--- src/rtl/reg_file_mp.sv ---
// Parametrised 2-read/1-write register file with write-first bypass, registered reads and a busy scoreboard.
// Optional feature: define ZERO_REG_EN to hardwire register 0 to zero (no writes, no bypass, no reserve).
module reg_file_mp #(
  parameter int DATA_W = 16,
  parameter int ADDR_W = 3
) (
  input  logic                   I_clk,
  input  logic                   I_rst_n,
  input  logic                   I_en,
  input  logic                   I_we,
  input  logic [ADDR_W-1:0]      I_selD,
  input  logic [DATA_W-1:0]      I_dataD,
  input  logic                   I_re,
  input  logic [ADDR_W-1:0]      I_selA,
  input  logic [ADDR_W-1:0]      I_selB,
  input  logic                   I_rsv,
  input  logic [ADDR_W-1:0]      I_selR,
  output logic [DATA_W-1:0]      O_dataA,
  output logic [DATA_W-1:0]      O_dataB,
  output logic                   O_valid,
  output logic                   O_hazA,
  output logic                   O_hazB,
  output logic [(2**ADDR_W)-1:0] O_busy
);

  localparam int DEPTH = 2**ADDR_W;
`ifdef ZERO_REG_EN
  localparam bit ZERO_REG = 1'b1;
`else
  localparam bit ZERO_REG = 1'b0;
`endif

  logic [DATA_W-1:0] regs_r [DEPTH];
  logic [DEPTH-1:0]  busy_r;
  logic [DEPTH-1:0]  busy_next_s;
  logic [DATA_W-1:0] rd_a_s;
  logic [DATA_W-1:0] rd_b_s;
  logic              haz_a_s;
  logic              haz_b_s;
  logic              wr_ok_s;
  logic              rsv_ok_s;

  function automatic logic is_zero(input logic [ADDR_W-1:0] sel);
    return ZERO_REG & (sel == {ADDR_W{1'b0}});
  endfunction

  // Write-first read value: hardwired zero, then in-flight write data, then stored contents
  function automatic logic [DATA_W-1:0] read_val(input logic [ADDR_W-1:0] sel);
    if (is_zero(sel)) begin
      return {DATA_W{1'b0}};
    end else if (I_we && (I_selD == sel)) begin
      return I_dataD;
    end else begin
      return regs_r[sel];
    end
  endfunction

  // Qualified requests, bypassed read data, hazard flags and next scoreboard
  always_comb begin
    wr_ok_s     = I_en & I_we & ~is_zero(I_selD);
    rsv_ok_s    = I_en & I_rsv & ~is_zero(I_selR);
    rd_a_s      = read_val(I_selA);
    rd_b_s      = read_val(I_selB);
    haz_a_s     = busy_r[I_selA] & ~(I_we & (I_selD == I_selA));
    haz_b_s     = busy_r[I_selB] & ~(I_we & (I_selD == I_selB));
    busy_next_s = busy_r;
    for (int i = 0; i < DEPTH; i++) begin
      // A new reservation outranks the clear from a completing write
      if (rsv_ok_s && (I_selR == ADDR_W'(i))) begin
        busy_next_s[i] = 1'b1;
      end else if (wr_ok_s && (I_selD == ADDR_W'(i))) begin
        busy_next_s[i] = 1'b0;
      end else begin
        busy_next_s[i] = busy_r[i];
      end
    end
  end

  // Register storage
  always_ff @(posedge I_clk or negedge I_rst_n) begin
    if (!I_rst_n) begin
      for (int i = 0; i < DEPTH; i++) begin
        regs_r[i] <= {DATA_W{1'b0}};
      end
    end else begin
      for (int i = 0; i < DEPTH; i++) begin
        if (wr_ok_s && (I_selD == ADDR_W'(i))) begin
          regs_r[i] <= I_dataD;
        end
      end
    end
  end

  // Scoreboard and registered read outputs
  always_ff @(posedge I_clk or negedge I_rst_n) begin
    if (!I_rst_n) begin
      busy_r  <= {DEPTH{1'b0}};
      O_dataA <= {DATA_W{1'b0}};
      O_dataB <= {DATA_W{1'b0}};
      O_valid <= 1'b0;
      O_hazA  <= 1'b0;
      O_hazB  <= 1'b0;
    end else begin
      busy_r <= busy_next_s;
      if (I_en && I_re) begin
        O_dataA <= rd_a_s;
        O_dataB <= rd_b_s;
        O_hazA  <= haz_a_s;
        O_hazB  <= haz_b_s;
        O_valid <= 1'b1;
      end else begin
        O_valid <= 1'b0;
      end
    end
  end

  assign O_busy = busy_r;

endmodule

--- config.mk ---
export PLATFORM = sky130hd
export DESIGN_NAME = reg_file_mp
export DESIGN_NICKNAME = d
export VERILOG_FILES = /design/src/rtl/reg_file_mp.sv
export SDC_FILE = /design/constraint.sdc
export NUM_CORES = 1
export LEC_CHECK = 0
export ABC_AREA = 1
export CORE_UTILIZATION = 45
export DETAILED_ROUTE_END_ITERATION = 8
export PLACE_DENSITY_LB_ADDON = 0.12
export SLEW_MARGIN = 20
export SYNTH_ARGS = -nofsm -noshare
export SYNTH_HDL_FRONTEND = slang
export SYNTH_SLANG_ARGS = --single-unit
--- constraint.sdc ---
create_clock -name I_clk -period 1.25 [get_ports I_clk]
set_clock_uncertainty 0.05 [all_clocks]
set_input_delay 0.25 -clock I_clk [delete_from_list [all_inputs] [get_ports I_clk]]
set_output_delay 0.25 -clock I_clk [all_outputs]
set_load 0.05 [all_outputs]
==> results.toml, run 1 <==
[floorplanning]
initial_utilization_pct = 46.0
design.core.area_um2 = 20300
die_x_um = 146
io_pins = 77
dieArea_um2 = 21300
core.rowCount = 52
die_height_um = 146

[power_and_ir_drop]
power.density_nw_per_um2 = 1500
p_leak_nw = 5.91
ir_drop_uv = 1090
seq_power_share_pct = 40.0
power_frac_clock_pct = 28.1
p_total_mw = 18.7
power_switching_mw = 6.78
internal_power_mw = 12.0
power_frac_comb_pct = 31.9
swShare_pct = 36.2

[setup_path]
crit_required_ns = 0.95
reg2reg_to = "O_hazA"
reg2reg_slack_ns = 0.05
cp.depth = 1
crit_path_max_fanout = 2
critPathTopFamily = "flip-flops"
end_kind = "output pin"
path_cells = "buf_12"
cp.arrival_ns = 1.05
startpoint = "O_dataA[8]"
path_buf_inv = 1
critPathKind = "reg -> out"
reg2reg_from = "O_busy[7]"
cpPeakStageDelay_ns = 0.46
worstSetupStartpointType = "flop"
reg2reg_depth = 5
cp_slowest_cell = "dfrtp_2"
cp-endpoint = "O_dataA[8]"

[clock_network]
clk-insertion-delay-late_ns = 0.44
cts_buffers = 17
cts_tree = "built"
cts_buffer_depth = 2
root_buffer = "clkbuf_16"
cts_sinks = 171
clkTransAtPathRegs_ns = 0.08
htree_levels = 4

[synthesis]
postSynth.asyncResetShare_pct = 100
synth_edf_count = 0
syn_area_per_cell_um2 = 7.31
synth_top_area_share_pct = 45.8
yosys.area.top_type = "dfrtp_1"
synthesis.area_um2 = 9340
synth_most_common_cell = "nand2_1"
yosys_warnings = 0
netlist-cell-type-count = 25
syn_inst = 1277
synth_area_leaders = "dfrtp_1 (46%), nand2_1 (14%), o21ai_0 (9.8%), nand3_1 (7.8%), inv_1 (5.7%)"
postSynthNetCount = 1311
ys.flop_type = "dfrtp_1"
yosysSeqAreaShare_pct = 45.8
synthTopCellsByCount = "nand2_1 (337), o21ai_0 (183), dfrtp_1 (171)"
ys_ff_latch = 171

[timing]
fmax_mhz = 738
maxSlewHeadroom_pct = 74.4
hold_viol = 0
fin_crit_sh_pct = 108
setup_ws_ns = -0.105
rsz0062_at_grt = "yes"
maxSlewViolCount = 0
setup_viol = 43
tightest_slew_ns = 0.384
period_needed_ns = 1.35
whs_ns = 0.217

[grt]
gr-usage-all-layers_pct = 30.4
antenna_found_initial = 0
grt_max_degree = 77
grt_pass1_wl_um = 49700
grt_pass1_vias = 9109
gr-total-overflow = 0

[outcome]
violations = "negative setup slack"
status = "finished, violations left"

[route]
vias = 9272
wirelength_um = 30900
vias_per_cell = 5.43
dr.pass1.iters = 5
ant_nets = 0
drc = 0
initialDrtViolationCount = 831
post_drt_wl_per_cell_um = 18.1

[worst_hold_path]
min_path_type = "in -> async"

[place]
place_area_um2 = 11700
routabilityCongestion = 0.902
hpwl_um = 21500
portBuffers = 76

[run]
maxCapViolations = 0

[cells_and_area]
drive_gt1_share_pct = 19.7
final_cell_area_um2 = 12500
nets = 1457
area_growth_pct = 33.6
final_core_util_pct = 61.4
diodes = 0
==> routing by layer <==
layer | part of all wire [%] | track usage, %
met4 | 5.7 | 18.3
met1 | 39 | 37.1
met5 | 0 | 0
met2 | 49 | 50.9
met3 | 5.6 | 4.88
==> cells by family (layout without fill, tap and decap cells) <==
group / after synthesis / count (layout) / share of synthesized area (%)
and+or+nand+nor: 555 / 555 / 25.9
AOI/OAI and AO/OA: 311 / 311 / 17.8
buffers and inverters: 240 / 399 / 10.5
DFF: 171 / 171 / 45.8
==> power by group through the flow <==
stage / registers (mW) / logic [mW] / clock network (mW)
floorplan: 8.21 / 2.43 / 0
global placement: 7.56 / 5.70 / 0
detailed placement: 7.58 / 5.78 / 0
CTS: 7.48 / 5.95 / 5.32
global route: 7.61 / 6.53 / 5.52
finish: 7.49 / 5.98 / 5.27
==> flip-flops by register name, summed over array words and instances, names as in the netlist <==
signal	flops
O_dataA	16
O_hazB	1
O_dataB	16
O_hazA	1
O_valid	1
O_busy	8
regs_r	128
==> worst min path at each step <==
stage | to | slack (ns) | cells after the start
final | regs_r[46] | 0.22 | 2
after global routing | regs_r[46] | 0.23 | 2
after CTS | regs_r[38] | 0.22 | 2
after detailed placement | regs_r[38] | 0.12 | 1
after global placement | regs_r[38] | 0.12 | 1
after floorplan | O_busy[0] | -0.1 | 0
==> through the flow <==
| step | worst slack [ns] | instances | setup TNS, ns |
|---|---|---|---|
| 2_1_floorplan | -0.0355 | 1277 | -0.539 |
| 3_3_place_gp | -0.666 | 1657 | -96.07 |
| 3_5_place_dp | -0.700 | 1657 | -98.29 |
| 4_1_cts | -0.118 | 1703 | -3.61 |
| 5_1_grt | -0.123 | 1706 | -4.03 |
| 6_report | -0.105 | 1706 | -3.03 |
==> cell type report <==
type | instances | area (um^2)
Inverter | 155 | 602
Clock inverter | 14 | 130
Timing Repair Buffer | 212 | 2530
Multi-Input combinational cell | 866 | 4140
Tap cell | 270 | 338
Sequential cell | 171 | 4290
Clock buffer | 18 | 439
Fill cell | 1823 | 7830
==> repair_timing <==
action,4_1_cts,5_1_grt
gates cloned,1,0
setup endpoints to repair,209,75
resized for setup,22,14
setup buffers,12,3
pin swaps,1,2
hold buffers,1,0
hold endpoints to repair,145,0
==> cells in the final DEF (no fill, tap or decap), types with 4 or more instances in the layout <==
cell type        instances
o21ai_1                 15
nand2_2                 13
inv_6                    7
o211ai_1                39
buf_4                  105
buf_12                  67
nand3_1                143
nand2_1                325
nand3_2                 12
inv_2                   10
a21oi_1                 76
buf_6                    5
nor2_4                   9
clkdlybuf4s50_1         20
nor2_2                   4
inv_1                  139
dfrtp_2                 10
nor2_1                  45
clkbuf_16               17
dfrtp_1                161
inv_8                    4
buf_2                    4
dlygate4sd2_1            6
o21ai_0                180
Note: power is estimated with default switching activity, not from simulation.
==> inputs of run 2 (changes only) <==
ABC_AREA = 0   (was 1)
clock period = 1.6 ns   (was 1.25 ns; I/O delays follow)
==> results.toml, run 2 <==
[setup_path]
reg2reg_slack_ns = 0.05
end_kind = "flop"
cp.arrival_ns = 1.85
worstSetupStartpointType = "input port"
crit_required_ns = 1.85
critPathKind = "in -> reg"
crit_path_max_fanout = 12

[synthesis]
syn_inst = 578
synth_area_leaders = "dfrtp_1 (49%), mux4_2 (15%), mux2_2 (14%), mux2i_1 (3.8%), o221ai_1 (2.2%)"
syn_area_per_cell_um2 = 15.2
netlist-cell-type-count = 37
yosys_warnings = 0
yosys.area.top_type = "dfrtp_1"
postSynth.asyncResetShare_pct = 100
ys.flop_type = "dfrtp_1"
synthTopCellsByCount = "dfrtp_1 (171), mux2_2 (113), mux4_2 (60)"
synth_top_area_share_pct = 48.7
synth_edf_count = 0
postSynthNetCount = 612
ys_ff_latch = 171
synth_most_common_cell = "dfrtp_1"
yosysSeqAreaShare_pct = 48.7
synthesis.area_um2 = 8790

[timing]
rsz0062_at_grt = "yes"
period_needed_ns = 1.60
setup_viol = 1
tightest_slew_ns = 0.679
setup_ws_ns = -0.000760
hold_viol = 0
fmax_mhz = 625
tns_ns = -0.000760
fin_crit_sh_pct = 100
maxSlewViolCount = 0
maxSlewHeadroom_pct = 53.6

[clock_network]
clk-insertion-delay-late_ns = 0.42
root_buffer = "clkbuf_16"
clkTransAtPathRegs_ns = 0.07
htree_levels = 4
cts_sinks = 171
cts_buffers = 17
cts_tree = "built"
cts_buffer_depth = 2

[cells_and_area]
final_core_util_pct = 60.7
layout_commonest_cell = "dfrtp_1"
seq_area_um2 = 4280
nets = 735
most-common-layout-cells = "dfrtp_1 (171), mux2_2 (113), mux4_2 (60)"
final_cell_area_um2 = 11500
diodes = 0
largest_reg_flops = 128
drive_gt1_share_pct = 50.7
top_register = "regs_r"
area_growth_pct = 30.7
multi_input_area_um2 = 4320
fill_cells = 1423
top_regs = "regs_r (128), O_dataA (16), O_dataB (16)"

[route]
initialDrtViolationCount = 408
wirelength_um = 23800
drc = 0
dr.pass1.iters = 6
vias_per_cell = 6.00
vias = 5836
ant_nets = 0
post_drt_wl_per_cell_um = 24.4

[worst_hold_path]
min_path_type = "in -> async"

[outcome]
status = "finished, violations left"
violations = "negative setup slack"

[floorplanning]
io_pins = 77
initial_utilization_pct = 46.4
die_height_um = 142
design.core.area_um2 = 19000
dieArea_um2 = 20100
die_x_um = 142
core.rowCount = 50

[power_and_ir_drop]
ir_drop_uv = 777
p_leak_nw = 4.97
power.density_nw_per_um2 = 1360

[place]
hpwl_um = 16200
portBuffers = 76
place_area_um2 = 10700
routabilityCongestion = 0.866

[grt]
gr-usage-all-layers_pct = 25.5
grt_pass1_vias = 6369
grt_max_degree = 42
grt_pass1_wl_um = 37500
antenna_found_initial = 0
gr-total-overflow = 0

[run]
maxCapViolations = 0
run 2: cell count changes in the layout (fill, tap and decap cells not counted), sizes merged, moves of 76 or more:
cell / previous run / this run
nand2: 340 / 38
nand3: 155 / 2
inv: 162 / 21
mux2: 0 / 131
a21oi: 76 / 0
o21ai: 195 / 13
run 2: worst max-delay path, stage by stage:
cell,delay (ns)
clkdlybuf4s15_1,0.36
nand2b_1,0.30
nor2_1,0.31
buf_12,0.22
mux2_2,0.35
run 2: cells by family (layout without fill, tap and decap cells):
logic type,count (synthesis),count (layout),share of synthesized area (%)
AO/OA/AOI/OAI,52,52,5.70
XOR/XNOR,6,6,0.683
buffers and inverters,57,191,3.44
flip-flops,171,171,48.7
multiplexers,230,230,38.1
AND/OR/NAND/NOR,62,62,3.44
run 2: final cells by class:
cell class	instances	area share, %
clock buffers	19	3.94
clock inverters	11	1.38
inverters	18	0.588
multi-input cells	350	37.6
flip-flops and latches	171	37.2
well taps	260	2.83
repair buffers	143	16.5
run 2: path summary, 6_finish.rpt:
check	from	to	cells past startpoint
hold reg to reg	regs_r[58]	regs_r[58]	1
max in group asynchronous	I_rst_n	regs_r[33]	3
min in group I_clk	I_re	O_valid	4
hold / removal	I_rst_n	regs_r[77]	2
setup reg to reg	O_busy[0]	O_hazA	3
setup / recovery	I_selD[1]	regs_r[36]	5
run 2: repair_timing:
item	CTS	global route
setup endpoints to repair	164	19
gates resized for setup	26	7
pin swaps	2	1
hold buffers	1	0
buffers inserted	0	1
gates cloned	1	0
hold endpoints to repair	32	0
run 2: routing by layer:
layer	GRT usage (%)	vias to the layer above	wire length (um)
met5	0	-	0
met4	9.17	0	600
met3	4.86	43	1220
met2	41.4	206	11600
met1	34.4	3098	10300
li1	-	2489	-
run 2: report_power, final:
part	internal, mW	switching (mW)
combinational	2.80	2.17
sequential	5.35	0.998
clock	2.55	1.76
total	10.7	4.92
run 2: through the flow:
stage / hold WS [ns] / instances / power [mW] / setup WS [ns]
floorplan: -0.0256 / 578 / 9.01 / -0.0734
global placement: 0.208 / 939 / 11.1 / -0.622
detailed placement: 0.205 / 939 / 11.3 / -0.652
CTS: 0.334 / 971 / 15.7 / 0.0100
global route: 0.341 / 972 / 16.3 / -0.0110
finish: 0.320 / 972 / 15.6 / -0.000760
==> inputs of run 3 (changes only) <==
CORE_ASPECT_RATIO = 0.6   (was not set)
PLACE_DENSITY_LB_ADDON = not set   (was 0.12)
SLEW_MARGIN = not set   (was 20)
==> results.toml, run 3 (synthesis results as in run 2) <==
[outcome]
status = "completed"

[grt]
gr-total-overflow = 0
antenna_found_initial = 0
grt_pass1_vias = 6118
gr-usage-all-layers_pct = 26.7
grt_max_degree = 51
grt_pass1_wl_um = 38400

[setup_path]
crit_path_max_fanout = 9
critPathKind = "in -> reg"
path_cells = "dlygate4sd2_1, xor2_1, buf_4, o41ai_4, buf_6, buf_12, o221ai_1"
cpPeakStageDelay_ns = 0.33
cp.arrival_ns = 1.80
crit_required_ns = 1.85
reg2reg_depth = 3
reg2reg_to = "O_hazA"
reg2reg_from = "O_busy[0]"
cp_slowest_cell = "o41ai_4"
worstSetupStartpointType = "input port"
reg2reg_slack_ns = 0.14
end_kind = "flop"
critPathTopFamily = "buffers and inverters"
path_buf_inv = 4

[floorplanning]
core.rowCount = 39
dieArea_um2 = 20100
io_pins = 77
die_height_um = 110
die_x_um = 182
design.core.area_um2 = 19100
initial_utilization_pct = 46.1

[power_and_ir_drop]
power.density_nw_per_um2 = 1340
ir_drop_uv = 915
p_leak_nw = 5.03

[timing]
setup_viol = 0
fin_crit_sh_pct = 97.3
hold_viol = 0
tns_ns = 0
setup_ws_ns = 0.0426
maxSlewViolCount = 0
tightest_slew_ns = 0.539
rsz0062_at_grt = "no"
maxSlewHeadroom_pct = 63.1
period_needed_ns = 1.56
fmax_mhz = 642

[cells_and_area]
layout_commonest_cell = "dfrtp_1"
drive_gt1_share_pct = 50.1
diodes = 0
top_register = "regs_r"
fin_cells = 980
final_core_util_pct = 61.1
final_cell_area_um2 = 11600
area_growth_pct = 32.5
largest_reg_flops = 128
nets = 735
most-common-layout-cells = "dfrtp_1 (171), mux2_2 (113), buf_12 (70)"
top_regs = "regs_r (128), O_dataA (16), O_dataB (16)"

[worst_hold_path]
min_path_type = "in -> async"

[run]
maxCapViolations = 0

[clock_network]
cts_buffer_depth = 2
clk-insertion-delay-late_ns = 0.43
clkTransAtPathRegs_ns = 0.07
cts_buffers = 17
cts_sinks = 171
root_buffer = "clkbuf_16"
cts_tree = "built"
htree_levels = 4

[place]
hpwl_um = 15400
portBuffers = 76
place_area_um2 = 10800
pre_cts_ws_ns = -0.676
placed_cells = 939
routabilityCongestion = 0.839

[route]
ant_nets = 0
drc = 0
wirelength_um = 24900
initialDrtViolationCount = 458
vias_per_cell = 6.00
vias = 5880
post_drt_wl_per_cell_um = 25.4
dr.pass1.iters = 5
-- run 3: metal layers --
layer | part of all wire [%] | global-route usage [%]
met1 | 46 | 37.8
met4 | 1.8 | 8.34
met5 | 0 | 0
met2 | 45 | 39.6
met3 | 6.7 | 7.95
-- run 3: area by class of cell --
cell class | count | area (um^2)
multi-input combinational | 350 | 4290
inverter | 18 | 67.6
clock inverter | 13 | 141
fill | 1379 | 7430
tap | 266 | 333
timing repair buffer | 143 | 2090
clock buffer | 19 | 453
sequential | 171 | 4280
-- run 3: worst max-delay path by stage --
stage                       end  cells past startpoint       from  slack [ns]
finish              O_dataA[14]                      7  I_selD[1]        0.04
global route         O_dataA[7]                      7  I_selD[1]        0.01
CTS                      O_hazB                      7  I_selD[0]        0.05
detailed placement   O_dataA[0]                      5  I_selD[0]       -0.68
global placement    O_dataA[10]                      5  I_selD[0]       -0.62
floorplan           O_dataB[10]                      6  I_selB[0]       -0.07
-- run 3: power breakdown --
group | internal [mW] | switching, mW | total, mW
sequential | 5.35 | 0.992 | 6.35
combinational | 2.83 | 2.18 | 5.02
clock | 2.39 | 1.81 | 4.21
total | 10.6 | 4.99 | 15.6
-- run 3: what timing repair did --
action                     4_1_cts  5_1_grt
hold endpoints to repair        34        0
pin swaps                        4        1
gates cloned                     4        0
gates resized for setup         26        3
hold buffers                     1        0
setup endpoints to repair      164       13
setup buffers                    4        0
-- run 3: per-stage QoR --
step / power (mW) / hold slack, ns
global placement: 11.2 / 0.208
finish: 15.6 / 0.311
CTS: 15.6 / 0.316
detailed placement: 11.3 / 0.208
global route: 16.2 / 0.329
floorplan: 9.01 / -0.0256
